**src/rtl/matmult_sequencer.sv**
```systemverilog
// Run sequencer: debounced start key, parallel unit launch, batch repeat, busy-cycle counter.
// Optional per-run watchdog enabled by defining SEQ_TIMEOUT_EN.
module matmult_sequencer #(
  parameter int unsigned NUM_UNITS       = 4,
  parameter int unsigned DEBOUNCE_CYCLES = 1000,
  parameter int unsigned RUN_W           = 8,
  parameter int unsigned CYC_W           = 32,
  parameter int unsigned TIMEOUT_CYCLES  = 65536
) (
  input  logic                 clk,
  input  logic                 rst,
  input  logic                 key_start_n,
  input  logic [RUN_W-1:0]     run_count,
  output logic [NUM_UNITS-1:0] unit_start,
  input  logic [NUM_UNITS-1:0] unit_done,
  output logic                 busy,
  output logic                 done,
  output logic                 error,
  output logic [RUN_W-1:0]     runs_done,
  output logic [CYC_W-1:0]     cycle_count
);

  localparam int unsigned DbW = (DEBOUNCE_CYCLES > 1) ? $clog2(DEBOUNCE_CYCLES) : 1;
  localparam logic [DbW-1:0] DbMax = DbW'(DEBOUNCE_CYCLES - 1);

  typedef enum logic [1:0] {StIdle, StLaunch, StWait, StCheck} state_e;

  state_e               state_q, state_d;
  logic                 sync1_q, key_sync_q;
  logic                 key_stable_q, key_stable_d, key_prev_q;
  logic [DbW-1:0]       db_cnt_q, db_cnt_d;
  logic [RUN_W-1:0]     target_q, target_d, runs_q, runs_d;
  logic [CYC_W-1:0]     cyc_q, cyc_d;
  logic [NUM_UNITS-1:0] seen_q, seen_d;
  logic                 done_q, done_d;
  logic                 start_req, all_seen;

`ifdef SEQ_TIMEOUT_EN
  localparam int unsigned WdW = (TIMEOUT_CYCLES > 1) ? $clog2(TIMEOUT_CYCLES) : 1;
  localparam logic [WdW-1:0] WdMax = WdW'(TIMEOUT_CYCLES - 1);
  logic [WdW-1:0] wdog_q, wdog_d;
  logic           error_q, error_d;
`endif

  // Counter only runs while the synchronised key disagrees with the accepted level.
  always_comb begin
    db_cnt_d     = db_cnt_q;
    key_stable_d = key_stable_q;
    if (key_sync_q == key_stable_q) begin
      db_cnt_d = '0;
    end else if (db_cnt_q == DbMax) begin
      key_stable_d = key_sync_q;
      db_cnt_d     = '0;
    end else begin
      db_cnt_d = db_cnt_q + DbW'(1);
    end
  end

  assign start_req = key_stable_q & ~key_prev_q;
  assign all_seen  = &(seen_q | unit_done);

  always_comb begin
    state_d  = state_q;
    target_d = target_q;
    runs_d   = runs_q;
    cyc_d    = cyc_q;
    seen_d   = seen_q;
    done_d   = done_q;
`ifdef SEQ_TIMEOUT_EN
    wdog_d   = wdog_q;
    error_d  = error_q;
`endif
    if ((state_q != StIdle) && !(&cyc_q)) begin
      cyc_d = cyc_q + CYC_W'(1);
    end
    unique case (state_q)
      StIdle: begin
        if (start_req) begin
          target_d = (run_count == '0) ? RUN_W'(1) : run_count;
          runs_d   = '0;
          cyc_d    = '0;
          done_d   = 1'b0;
`ifdef SEQ_TIMEOUT_EN
          error_d  = 1'b0;
`endif
          state_d  = StLaunch;
        end
      end
      StLaunch: begin
        seen_d  = '0;
`ifdef SEQ_TIMEOUT_EN
        wdog_d  = '0;
`endif
        state_d = StWait;
      end
      StWait: begin
        seen_d = seen_q | unit_done;
        if (all_seen) begin
          state_d = StCheck;
`ifdef SEQ_TIMEOUT_EN
        end else if (wdog_q == WdMax) begin
          error_d = 1'b1;
          state_d = StIdle;
        end else begin
          wdog_d = wdog_q + WdW'(1);
`endif
        end
      end
      StCheck: begin
        runs_d = runs_q + RUN_W'(1);
        if (runs_d == target_q) begin
          done_d  = 1'b1;
          state_d = StIdle;
        end else begin
          state_d = StLaunch;
        end
      end
      default: state_d = StIdle;
    endcase
  end

  always_ff @(posedge clk) begin
    if (rst) begin
      state_q      <= StIdle;
      sync1_q      <= 1'b0;
      key_sync_q   <= 1'b0;
      key_stable_q <= 1'b0;
      key_prev_q   <= 1'b0;
      db_cnt_q     <= '0;
      target_q     <= '0;
      runs_q       <= '0;
      cyc_q        <= '0;
      seen_q       <= '0;
      done_q       <= 1'b0;
`ifdef SEQ_TIMEOUT_EN
      wdog_q       <= '0;
      error_q      <= 1'b0;
`endif
    end else begin
      state_q      <= state_d;
      sync1_q      <= ~key_start_n;
      key_sync_q   <= sync1_q;
      key_stable_q <= key_stable_d;
      key_prev_q   <= key_stable_q;
      db_cnt_q     <= db_cnt_d;
      target_q     <= target_d;
      runs_q       <= runs_d;
      cyc_q        <= cyc_d;
      seen_q       <= seen_d;
      done_q       <= done_d;
`ifdef SEQ_TIMEOUT_EN
      wdog_q       <= wdog_d;
      error_q      <= error_d;
`endif
    end
  end

  assign unit_start  = {NUM_UNITS{state_q == StLaunch}};
  assign busy        = (state_q != StIdle);
  assign done        = done_q;
  assign runs_done   = runs_q;
  assign cycle_count = cyc_q;
`ifdef SEQ_TIMEOUT_EN
  assign error       = error_q;
`else
  assign error       = 1'b0;
`endif

endmodule

```
**config.mk**
```make
export PLATFORM = sky130hd
export DESIGN_NAME = matmult_sequencer
export DESIGN_NICKNAME = d
export VERILOG_FILES = /design/src/rtl/matmult_sequencer.sv
export SDC_FILE = /design/constraint.sdc
export NUM_CORES = 1
export LEC_CHECK = 0
export CAP_MARGIN = 20
export CORE_MARGIN = 1.5
export CORE_UTILIZATION = 53
export CTS_CLUSTER_SIZE = 14
export DETAILED_ROUTE_END_ITERATION = 7
export PLACE_DENSITY = 0.91
export SETUP_SLACK_MARGIN = 0.1
export SYNTH_ARGS = -nofsm -noshare
export SYNTH_HDL_FRONTEND = slang
export SYNTH_SLANG_ARGS = --single-unit
```
**constraint.sdc**
```tcl
create_clock -name clk -period 2.24 [get_ports clk]
set_input_delay 0.448 -clock clk [delete_from_list [all_inputs] [get_ports clk]]
set_output_delay 0.448 -clock clk [all_outputs]
set_load 0.05 [all_outputs]
```
# ---- After elaboration in Yosys (flattened, before gate mapping)
# Cells that the tools add are included.
# W data, S select, Z words.
dict set report op_classes {
  add_sub_neg 3
  eq_ne 9
  muxes 14
  bitwise_logic 5
  n_reduce_logical 15
}
# op count
set ops {}
lappend ops {{$mux W32} 3}
lappend ops {{$add A32 B1 Y32 const B} 1}
lappend ops {{$reduce_and A32 Y1} 1}
lappend ops {{$mux W8} 2}
lappend ops {{$pmux W8 S2} 1}
lappend ops {{$add A10 B1 Y10 const B} 1}
lappend ops {{$eq A10 B10 Y1 const B} 1}
lappend ops {{$add A8 B1 Y8 const B} 1}
lappend ops {{$eq A8 B8 Y1} 1}
lappend ops {{$logic_not A8 Y1} 1}
lappend ops {{$pmux W2 S4} 1}
lappend ops {{$pmux W4 S2} 1}
lappend ops {{$reduce_and A2 Y1} 4}
lappend ops {{$ne A2 B2 Y1 const B} 3}
lappend ops {{$reduce_bool A2 Y1} 3}
lappend ops {{$eq A2 B2 Y1 const B} 2}
lappend ops {{$mux W2} 2}
lappend ops {{$or A4 B4 Y4} 1}
lappend ops {{$reduce_and A4 Y1} 1}
lappend ops {{$mux W1} 3}
lappend ops {{$not A1 Y1} 3}
lappend ops {{$reduce_and A3 Y1} 1}
lappend ops {{$reduce_or A3 Y1} 1}
lappend ops {{$eq A2 B1 Y1 const B} 1}
lappend ops {{other kinds (6)} 6}
dict set report totals {
  register_bits 69
  input_bits 15
  elab_cells 57
}

# ---- Longest topological paths before layout
dict set report depth {
  depth_word 6
  ltp_mapped 10
}

# ---- Worst setup path before layout
# OpenSTA, ideal clock, no wires.
dict set report synth_path {
  kind {register to register}
  startpoint {register cyc_q[0], in the netlist cycle_count[0]}
  endpoint {register cyc_q[30], in the netlist cycle_count[30]}
  setup_time_ps 71
  arrival_ps 2379
  setup_slack_ps -210
  path_stages_with_launch 7
  synth_period_minus_slack_ps 2450
  path_cell_list {dfxtp_1 -> ha_1 -> nor2b_1 -> nand4_2 -> or4b_4 -> or3_1 -> a21oi_1}
}
dict set report synth_via {
  elab_chain_len 6
  elab_cells_between_ends 7
  classes_between {add/sub: 1; mux: 3; reduce/logical: 3}
}
# element line
set synth_rtl {}
lappend synth_rtl {{start, declared} 33} ;# logic [CYC_W-1:0] cyc_q, cyc_d;
lappend synth_rtl {{start signal, assigned} 148} ;# cyc_q <= cyc_d;
lappend synth_rtl {{parallel branches: the longest is 3 deep, another holds $add A32 B1 Y32} -}
lappend synth_rtl {{$mux W32 (*)} 73} ;# if ((state_q != StIdle) && !(&cyc_q)) begin
lappend synth_rtl {{$mux W32} 78} ;# if (start_req) begin
lappend synth_rtl {{$mux W32 (*)} 76} ;# unique case (state_q)
# Mark *: on every way between the ends.
# A chain may end at the register's enable or synchronous reset.

# ---- Final worst setup path
dict set report layout_path {
  startpoint {register runs_q[1], in the netlist runs_done[1]}
  endpoint {register state_q[0]}
}
dict set report layout_via {
  elab_chain_len 4
}
# element line
set layout_rtl {}
lappend layout_rtl {{start, declared} 32} ;# logic [RUN_W-1:0] target_q, target_d, runs_q, runs_d;
lappend layout_rtl {{start signal, assigned} 147} ;# runs_q <= runs_d;
lappend layout_rtl {{$add A8 B1 Y8} 110} ;# runs_d = runs_q + RUN_W'(1);
lappend layout_rtl {{$eq A8 B8 Y1} 111} ;# if (runs_d == target_q) begin
lappend layout_rtl {{$mux W1} 111}
lappend layout_rtl {{$pmux W2 S4} 76}
lappend layout_rtl {{end signal, assigned} 124} ;# state_q <= StIdle;
lappend layout_rtl {{end signal, assigned} 140} ;# state_q <= state_d;
lappend layout_rtl {{end, declared} 28} ;# state_e state_q, state_d;
# Every way passes these cells.

==> impl_metrics.tcl <==
set metrics [dict create \
    grt_pass1_wl_mm 14.4 \
    clkPwrFrac_pct 40.9 \
    crit_fanout 7 \
    finalPower_mw 2.19 \
    ctsHtreeMaxLevel 3 \
    viasPerCell 5.97 \
    die-width_um 83.7 \
    rows 29 \
    place_hpwl_mm 6.03 \
    worstSkewPairLatency_ns 0.35 \
    drc 0 \
    start_util_pct 54.6 \
    grt_overflow 0 \
    setup_violations 0 \
    grt_usage_pct 25.0 \
    finalClockSkew_ns 0.0135 \
    ys_async_sr_fraction_pct 0 \
    power_frac_comb_pct 3.1 \
    status "complete, no violations" \
    leakage_nw 1.61 \
    peakVddDrop_mv 0.405 \
    antenna_found_initial 0 \
    cts-buffers-inserted 9 \
    power_density_nw_per_um2 496 \
    place_ws_ns 0.0354 \
    critPathLaunchType "register" \
    fin_area_um2 4410 \
    netlist_area_um2 3450 \
    final_cell_mix "nor2_1 (50), dfxtp_1 (50), clkdlybuf4s50_1 (49)" \
    seqPwrFrac_pct 56.0 \
    wl_per_cell_um 15.1 \
    die_h_um 83.7 \
    syn_inst 418 \
    nets 504 \
    layout-drive-gt1-share_pct 16.6 \
    ys_ff_latch 69 \
    first_pass_iters 4 \
    gp_congestion 0.901 \
    power.internal_mw 1.69 \
    cts_root_buf "clkbuf_8" \
    final.setup.tns_ns 0 \
    cap_viol_max_count 0 \
    clk_pin_slew_ns 0.07 \
    drtIter0Drc 166 \
    ys.flop_type "dfxtp_1" \
    power.switching_uw 503 \
    ios 62 \
    worstPathRequired_ns 2.44 \
    finalHoldViolCount 0 \
    area_delta_synth_final_pct 28.0 \
    detail-route-antenna-nets 0 \
    clock-sinks 69 \
    fin_util_pct 69.9 \
    syn_avg_cell_area_um2 8.25 \
    ys_seq_area_share_pct 40.0 \
    rsz0062_at_grt "false" \
    slew_violations 0 \
    path_class "reg -> reg" \
    cts_tree "done" \
    vias 3367 \
    ctsLongestPathBuffers 2 \
    endpoint_kind "register" \
    max_freq_ghz 0.475 \
    synth_cell_types 54 \
    core-area_um2 6310 \
    crit_arrival_ns 2.30 \
    p_sw_share_pct 23.0 \
    post-route-period-util_pct 93.9 \
    syn_nets 440 \
    die_area_um2 7000 \
    ys_warn_count 0 \
    slew-limit-headroom_pct 57.0 \
    min_period_ns 2.10 \
    grt_pass1_vias 3225 \
    antenna_cells 0 \
    dpl_cell_area_um2 4170 \
    synth_edf_count 0 \
    totalWireLength_mm 8.53 \
    worstMarginPinSlew_ns 0.639 \
    grt_max_degree 19 \
    cts-hold-fix-buffers 0 \
    worstHoldPathType "reg -> reg" \
    port_buffers 60 \
    timing.final.ws_setup_ns 0.136 \
]
-- routing by layer --
metal / wire, µm / share of wire [%] / global-route usage (%)
met5: 0 / 0 / 0
met4: 206 / 2.4 / 11.0
met3: 503 / 5.9 / 4.55
met2: 4280 / 50 / 43.6
met1: 3550 / 42 / 29.9
-- cell type report --
type	count	area (µm²)
Multi-Input combinational cell	315	1990
Fill cell	487	1900
Sequential cell	69	1410
Timing Repair Buffer	75	704
Clock buffer	12	145
Tap cell	77	96.3
Inverter	12	48.8
Clock inverter	4	23.8
-- state kept, by name, indices dropped and copies added, names as in the netlist, 2 cells and up --
name / count
cycle_count: 32
db_cnt_q: 10
runs_done: 8
target_q: 8
seen_q: 4
state_q: 2
-- per-stage QoR --
| step | std cells | hold WS [ns] |
|---|---|---|
| 3_3_place_gp | 547 | 0.426 |
| 4_1_cts | 564 | 0.447 |
| 6_report | 564 | 0.446 |
| 2_1_floorplan | 418 | 0.413 |
| 5_1_grt | 564 | 0.468 |
| 3_5_place_dp | 547 | 0.434 |
-- path summary, 6_finish.rpt --
check	start	endpoint	slack [ns]	depth (start not counted)
max	runs_done[1]$_SDFFE_PP0P_	state_q[0]$_SDFFE_PP0P_	0.14	6
min	db_cnt_q[0]$_SDFF_PP0_	db_cnt_q[0]$_SDFF_PP0_	0.45	1
max reg2reg	runs_done[1]$_SDFFE_PP0P_	state_q[0]$_SDFFE_PP0P_	0.14	6
min reg2reg	db_cnt_q[0]$_SDFF_PP0_	db_cnt_q[0]$_SDFF_PP0_	0.45	1
-- worst max-delay path: stages, from the launching register on --
cell	delay (ns)
dfxtp_1	0.43
ha_2	0.28
and3_1	0.22
a31oi_1	0.10
o211ai_1	0.31
nor4_2	0.13
a2111oi_0	0.48
-- cells in the mapped netlist, types with 3 or more instances --
cell / instances / area [µm²]
dfxtp_1: 69 / 1380
nor2_1: 50 / 188
nand2_1: 41 / 154
a21oi_1: 33 / 165
xnor2_1: 24 / 210
o21ai_0: 16 / 80.1
clkbuf_1: 15 / 56.3
nand3_1: 15 / 75.1
inv_1: 12 / 45.0
nor3_1: 11 / 55.1
and3_1: 9 / 56.3
nand4_1: 8 / 50.1
nor4_1: 8 / 50.1
or3_1: 8 / 50.1
a31oi_1: 7 / 43.8
ha_1: 7 / 87.6
nor2b_1: 7 / 43.8
or4_1: 6 / 45.0
xor2_1: 6 / 52.6
o211ai_1: 5 / 37.5
a211oi_1: 4 / 30.0
and4_1: 4 / 35.0
buf_4: 4 / 30.0
a311oi_1: 3 / 26.3
buf_2: 3 / 15.0
nand2b_1: 3 / 18.8
-- cells by family (layout without fill, tap and decap cells) --
| kind of cell | count (synthesis) | after routing | synth area share (%) |
|---|---|---|---|
| adders and majority gates | 7 | 7 | 2.54 |
| buffers and inverters | 34 | 103 | 4.24 |
| xor gates and xnor gates | 30 | 30 | 7.62 |
| AOI/OAI and AO/OA | 89 | 89 | 16.3 |
| muxes | 1 | 1 | 0.290 |
| and+or+nand+nor | 187 | 187 | 28.9 |
| other | 1 | 1 | 0.109 |
| DFF | 69 | 69 | 40.0 |
-- power by group through the flow --
stage               combinational [mW]  sequential (mW)  clock, mW
global placement                0.0671             1.25          0
floorplan                       0.0306             1.25          0
global route                    0.0739             1.23      0.978
finish                          0.0690             1.23      0.895
detailed placement              0.0684             1.26          0
CTS                             0.0685             1.23      0.908
-- repair_timing --
item / CTS / global route
pin swaps: 1 / 0
setup endpoints to repair: 10 / 25
buffers inserted: 1 / 0
gates resized for setup: 3 / 20
Power figures use the tool's default switching activity.
==> RTL change 1, RTL diff (config.mk and constraints unchanged) <==
Add a define of `SEQ_TIMEOUT_EN`.
--- a/src/rtl/matmult_sequencer.sv
+++ b/src/rtl/matmult_sequencer.sv
@@ -1,5 +1,7 @@
 // Run sequencer: debounced start key, parallel unit launch, batch repeat, busy-cycle counter.
 // Optional per-run watchdog enabled by defining SEQ_TIMEOUT_EN.
+`define SEQ_TIMEOUT_EN
+
 module matmult_sequencer #(
   parameter int unsigned NUM_UNITS       = 4,
   parameter int unsigned DEBOUNCE_CYCLES = 1000,
Behaviour: no difference found for any inputs over 10 cycles, from zero or initial values and one cycle with rst high; that may be too few to reach the edited logic, so the function may still have changed.
==> RTL change 1 against the unedited design <==
Sequential cell count grew 17; via count is 25% higher; critical path type unchanged; highest routed layer unchanged; final cell count increased by 22%; routed wire length grew 26%; utilization down 1.4 points; non-clock buffer count is 8 higher; design area increased by 21%; worst setup slack worse by 0.040 ns; largest cell class unchanged; global-route usage decreased by 0.38 points; synthesized area up 24%.
Power is not compared: it rests on default switching activity, and its combinational part moved more than twofold at a synthesized area within 25%.
==> RTL change 1: results (changes against the unedited design) <==
Timing
  • Worst-Margin Slew: 0.5830 ns (-0.05590 ns)
  • Worst hold slack: 0.4497 ns (+0.003470 ns)
  • Clock skew: 0.008148 ns (-0.005380 ns)

Global routing
  • First-pass GRT wire length: 17.22 mm (+20%)
  • Pin count of the biggest net entering global routing: 26 (+7)
  • Total GRT Usage: 0.2458 (-0.003847)
  • Vias in the first global route: 3830 (+19%)
  • Initial antenna violation count: 0 (unchanged)

Yosys
  • Complex-gate fraction of the synthesized area: 0.1951 (+0.03222)
  • Mux contribution to synthesized area: 0.009373 (+0.006471)
  • Unique cell type count in the Yosys netlist: 58 (+7.4%)
  • Synth top cells by count: dfxtp_1 (86), a21oi_1 (62), nand2_1 (46)
  • Yosys warns: 0 (unchanged)
  • Synth Area in XOR/XNOR: 0.04511 (-0.03106)
  • Asr flop ratio synth: 0 (unchanged)
  • Post-synthesis sequential area ratio: 0.4030 (+0.002611)
  • Syn nets: 539 (+23%)
  • Adder-cell share of the synthesized area: 0.02343 (-0.001957)
  • Ranking of synthesized cells by area: dfxtp_1 (40%), a21oi_1 (7.3%), or3_1 (4.8%)

Drt
  • Routed Antenna Nets: 0 (unchanged)
  • Routed vias: 4212 (+25%)
  • DRT iter0 DRCs: 250 (+51%)
  • Avg WL per Cell: 15.58 um (+3.0%)

Clocking
  • Worst-Skew Late Latency: 0.35 ns (about the same)
  • Htree depth: 3 (unchanged)
  • Longest Clk Path Bufs: 2 (unchanged)
  • Worst-path clk slew: 0.08 ns

Worst setup path
  • R2R depth: 7 (+1)
  • FF-to-FF End: cycle_count[31]
  • Crit-path max FO: 5 (-2)
  • FF-to-FF setup slack: 0.1 ns (-0.04 ns)
  • R2r startpoint: state_q[1]

Placement
  • Input/output buffers: 61 (+1.7%)
  • Dpl hpwl: 7.403 mm (+23%)
  • Gpl congestion: 0.8386 (-6.9%)

Run
  • Max_cap viols: 0 (unchanged)

Cells and area
  • Final nets: 608 (+21%)
  • Fill cells: 594 (+22%)
  • Share of cells above drive strength 1: 0.1446 (-0.02177)
  • Antenna diodes: 0 (unchanged)

Worst hold path
  • Worst hold endpoint: db_cnt_q[0]
  • Worst Hold Depth: 1 (unchanged)
  • HP Class: flip-flop to flip-flop
  • HP Start: db_cnt_q[0]

Status
  • Status: completed

Pwr
  • Worst vdd ir: 0.5337 mV
  • Static Leakage: 1.923 nW
RTL change 1: cell count changes in the layout (fill, tap and decap cells not counted), sizes merged, moves of 5 or more:
cell	before	now
a21oi	33	62
or3	8	33
o21ai	17	37
dfxtp	69	86
nor2	50	37
xnor2	24	12
buf	20	27
nor3	11	5
o31ai	2	8
or2	0	6
and3	10	15
and4	6	11
nand2	41	46
nand4	10	15
RTL change 1: cells by family (layout without fill, tap and decap cells):
| group | count (synthesis) | in the layout |
|---|---|---|
| muxes | 4 | 4 |
| and+or+nand+nor | 220 | 220 |
| adders and majority gates | 8 | 8 |
| DFF | 86 | 86 |
| buffers and inverters | 35 | 107 |
| xor gates and xnor gates | 22 | 22 |
| AOI/OAI and AO/OA | 141 | 141 |
RTL change 1: critical path, cell delays in order (launching register included):
cell and delay [ns]:
dfxtp_2 0.37, inv_1 0.10, ha_4 0.20, and4b_1 0.25, nand4_1 0.19, a2111o_1 0.47
or3_4 0.36, a21oi_2 0.14
RTL change 1: cell type report:
class / instances / area (um^2) / share of cell area
timing repair buffer: 83 / 783.3 / 0.1471
clock inverter: 4 / 50.05 / 0.009398
inverter: 10 / 42.54 / 0.007989
tap: 102 / 127.6 / 0.02397
sequential: 86 / 1754 / 0.3294
multi-input combinational: 395 / 2440 / 0.4582
clock buffer: 10 / 127.6 / 0.02397
RTL change 1: layer usage:
metal / vias to the layer above / track usage / share of wire
met2: 146 / 0.4355 / 0.51
li1: 2049 / - / -
met3: 9 / 0.04762 / 0.056
met5: - / 0 / 0
met1: 2008 / 0.2937 / 0.42
met4: 0 / 0.08712 / 0.0092
RTL change 1: how the worst max path moves through the flow:
stage                         start              end  slack (ns)  depth (start not counted)
floorplan           cycle_count[20]  cycle_count[29]      -0.002                          6
global placement       unit_done[1]        wdog_q[9]        0.01                          6
detailed placement     unit_done[1]        wdog_q[9]       -0.10                          6
CTS                      state_q[1]  cycle_count[31]        0.09                          7
global route             state_q[1]  cycle_count[31]        0.02                          7
finish                   state_q[1]  cycle_count[31]         0.1                          7
RTL change 1: through the flow:
stage                     worst slack (ns)  total power [W]  area [um^2]  setup TNS (ns)  instances
final                              0.09648         0.003281         5325               0        690
after CTS                          0.08534         0.003258         5256               0        686
after global placement             0.01408         0.002217         5066               0        672
after detailed placement           -0.1009         0.002238         5066         -0.5924        672
after global routing               0.02307         0.003385         5325               0        690
after floorplan                  -0.002035         0.002037         4304       -0.003953        516
RTL change 1: power by group:
| group | internal, W | switching (W) | leakage (nW) |
|---|---|---|---|
| Combinational | 0.000219 | 0.000428 | 1.13 |
| Sequential | 0.00157 | 0.0000303 | 0.707 |
| Clock | 0.000502 | 0.000535 | 0.0842 |
RTL change 1: timing repair:
action | CTS | global route
pin swaps | 1 | 2
setup buffers | 0 | 4
setup endpoints to repair | 15 | 26
resized for setup | 6 | 9
==> RTL change 2, RTL diff (same settings) <==
Without the edit above. Add an input register stage for `key_start_n`, `run_count` and `unit_done`; this delays them by one clock.
--- a/src/rtl/matmult_sequencer.sv
+++ b/src/rtl/matmult_sequencer.sv
@@ -24,6 +24,16 @@
   localparam logic [DbW-1:0] DbMax = DbW'(DEBOUNCE_CYCLES - 1);
 
   typedef enum logic [1:0] {StIdle, StLaunch, StWait, StCheck} state_e;
+
+  logic key_start_n_q;
+  logic [RUN_W-1:0] run_count_q;
+  logic [NUM_UNITS-1:0] unit_done_q;
+
+  always_ff @(posedge clk) begin
+    key_start_n_q <= key_start_n;
+    run_count_q   <= run_count;
+    unit_done_q   <= unit_done;
+  end
 
   state_e               state_q, state_d;
   logic                 sync1_q, key_sync_q;
@@ -57,7 +67,7 @@
   end
 
   assign start_req = key_stable_q & ~key_prev_q;
-  assign all_seen  = &(seen_q | unit_done);
+  assign all_seen  = &(seen_q | unit_done_q);
 
   always_comb begin
     state_d  = state_q;
@@ -76,7 +86,7 @@
     unique case (state_q)
       StIdle: begin
         if (start_req) begin
-          target_d = (run_count == '0) ? RUN_W'(1) : run_count;
+          target_d = (run_count_q == '0) ? RUN_W'(1) : run_count_q;
           runs_d   = '0;
           cyc_d    = '0;
           done_d   = 1'b0;
@@ -94,7 +104,7 @@
         state_d = StWait;
       end
       StWait: begin
-        seen_d = seen_q | unit_done;
+        seen_d = seen_q | unit_done_q;
         if (all_seen) begin
           state_d = StCheck;
 `ifdef SEQ_TIMEOUT_EN
@@ -138,7 +148,7 @@
 `endif
     end else begin
       state_q      <= state_d;
-      sync1_q      <= ~key_start_n;
+      sync1_q      <= ~key_start_n_q;
       key_sync_q   <= sync1_q;
       key_stable_q <= key_stable_d;
       key_prev_q   <= key_stable_q;
Function: no difference found for any inputs over 10 cycles, from zero or initial values and one cycle with rst high; that may be too few to reach the edited logic, so the function may still have changed.
==> RTL change 2 against the unedited design <==
Worst setup slack worse by 0.12 ns; synthesized area is 4.8% higher; first-iteration DRC count is 55% higher; design area is 8.0% higher; sequential cell count is 13 higher; routed wire length is 14% higher; critical path type unchanged.
Power is not compared: it rests on default switching activity, and its combinational part moved more than twofold at a synthesized area within 25%.
==> RTL change 2: results (changes against the unedited design) <==
Status
  • Status: completed

Timing
  • Clock skew: 0.005750 ns (-0.007778 ns)
  • Worst-Margin Slew: 0.5778 ns (-0.06113 ns)

Drt
  • Total wire length: 9.707 mm (+14%)
  • DRT iter0 DRCs: 257 (+55%)
  • Routed vias: 3504 (+4.1%)
  • Drt pass-1 iters: 5 (+1)

Global routing
  • Total GRT Usage: 0.2426 (-0.007089)
  • Pin count of the biggest net entering global routing: 18 (-1)

Yosys
  • Mux contribution to synthesized area: 0.005540 (+0.002638)
  • Adder-cell share of the synthesized area: 0.02424 (-0.001152)
  • Syn nets: 443 (+0.68%)
  • Synth Area in XOR/XNOR: 0.08483 (+0.008664)
  • Unique cell type count in the Yosys netlist: 46 (-15%)
  • Ranking of synthesized cells by area: dfxtp_1 (45%), xnor2_1 (7.3%), nor2_1 (5.0%)
  • Post-synthesis sequential area ratio: 0.4543 (+0.05386)
  • Synth top cells by count: dfxtp_1 (82), nor2_1 (48), nand2_1 (34)
  • Complex-gate fraction of the synthesized area: 0.1517 (-0.01120)

Cells and area
  • Fill cells: 417 (-14%)
  • Final nets: 522 (+3.6%)
  • Share of cells above drive strength 1: 0.1941 (+0.02773)

Placement
  • Gpl congestion: 0.8147 (-9.6%)
  • Placed cell areas: 4429 um^2 (+6.2%)
  • Dpl hpwl: 6.035 mm (about the same)

Worst setup path
  • Crit path max-delay family: simple AND/OR/NAND/NOR gates
  • Arrival @ worst endpoint: 2.51 ns (+0.21 ns)
  • CP max-delay cell: or4_4
  • Delay of the slowest critical-path stage: 0.55 ns (+0.07 ns)

Clocking
  • Worst-path clk slew: 0.09 ns (+0.02 ns)
  • Htree depth: 3 (unchanged)
  • TritonCTS buffer count: 9 (unchanged)
RTL change 2: final timing paths:
path | startpoint | to | slack [ns] | cells after the start
worst max register to register | cycle_count[3] | cycle_count[27] | 0.01 | 5
worst max-delay path | cycle_count[3] | cycle_count[27] | 0.01 | 5
worst min-delay path | key_start_n_q | sync1_q | 0.39 | 1
worst min register to register | key_start_n_q | sync1_q | 0.39 | 1
RTL change 2: report_power, final:
group | total, W | internal [W] | switching (W)
clock network | 0.00112 | 0.000535 | 0.000587
logic | 0.000599 | 0.000203 | 0.000396
registers | 0.00153 | 0.00149 | 0.0000392
RTL change 2: timing repair:
action                                  4_1_cts  5_1_grt
endpoints found under the hold margin         0        0
pin swaps                                     1        7
buffers inserted                              0       12
resized for setup                             6       14
endpoints found under the setup margin        8       17
hold buffers                                  0        0
RTL change 2: layout make-up:
class | instances | area [um^2] | area share
Clock buffer | 9 | 123.9 | 0.02598
Clock inverter | 7 | 82.58 | 0.01732
Inverter | 13 | 52.55 | 0.01102
Multi-Input combinational cell | 307 | 1899 | 0.3983
Sequential cell | 82 | 1723 | 0.3613
Tap cell | 77 | 96.34 | 0.02020
Timing Repair Buffer | 87 | 790.8 | 0.1658
RTL change 2: per-layer routing:
layer,global-route usage,vias up,share of wire
li1,-,1661,-
met3,0.04042,39,0.056
met5,0,-,0
met2,0.4109,157,0.50
met1,0.2995,1647,0.41
met4,0.1202,0,0.033
RTL change 2: cells by family after synthesis:
family	count (synthesis)
AO/OA/AOI/OAI	90
XOR/XNOR	35
AND/OR/NAND/NOR	172
buffers and inverters	32
flip-flops	82
adder cells (fa/ha/maj)	7
other	1
multiplexers	2
RTL change 2: metrics by stage:
stage	power (W)	instances	worst slack [ns]
2_1_floorplan	0.001987	421	0.02150
3_3_place_gp	0.002112	554	0.07421
3_5_place_dp	0.002134	554	0.02109
4_1_cts	0.003236	570	0.08543
5_1_grt	0.003356	582	-0.07978
6_report	0.003252	582	0.01168
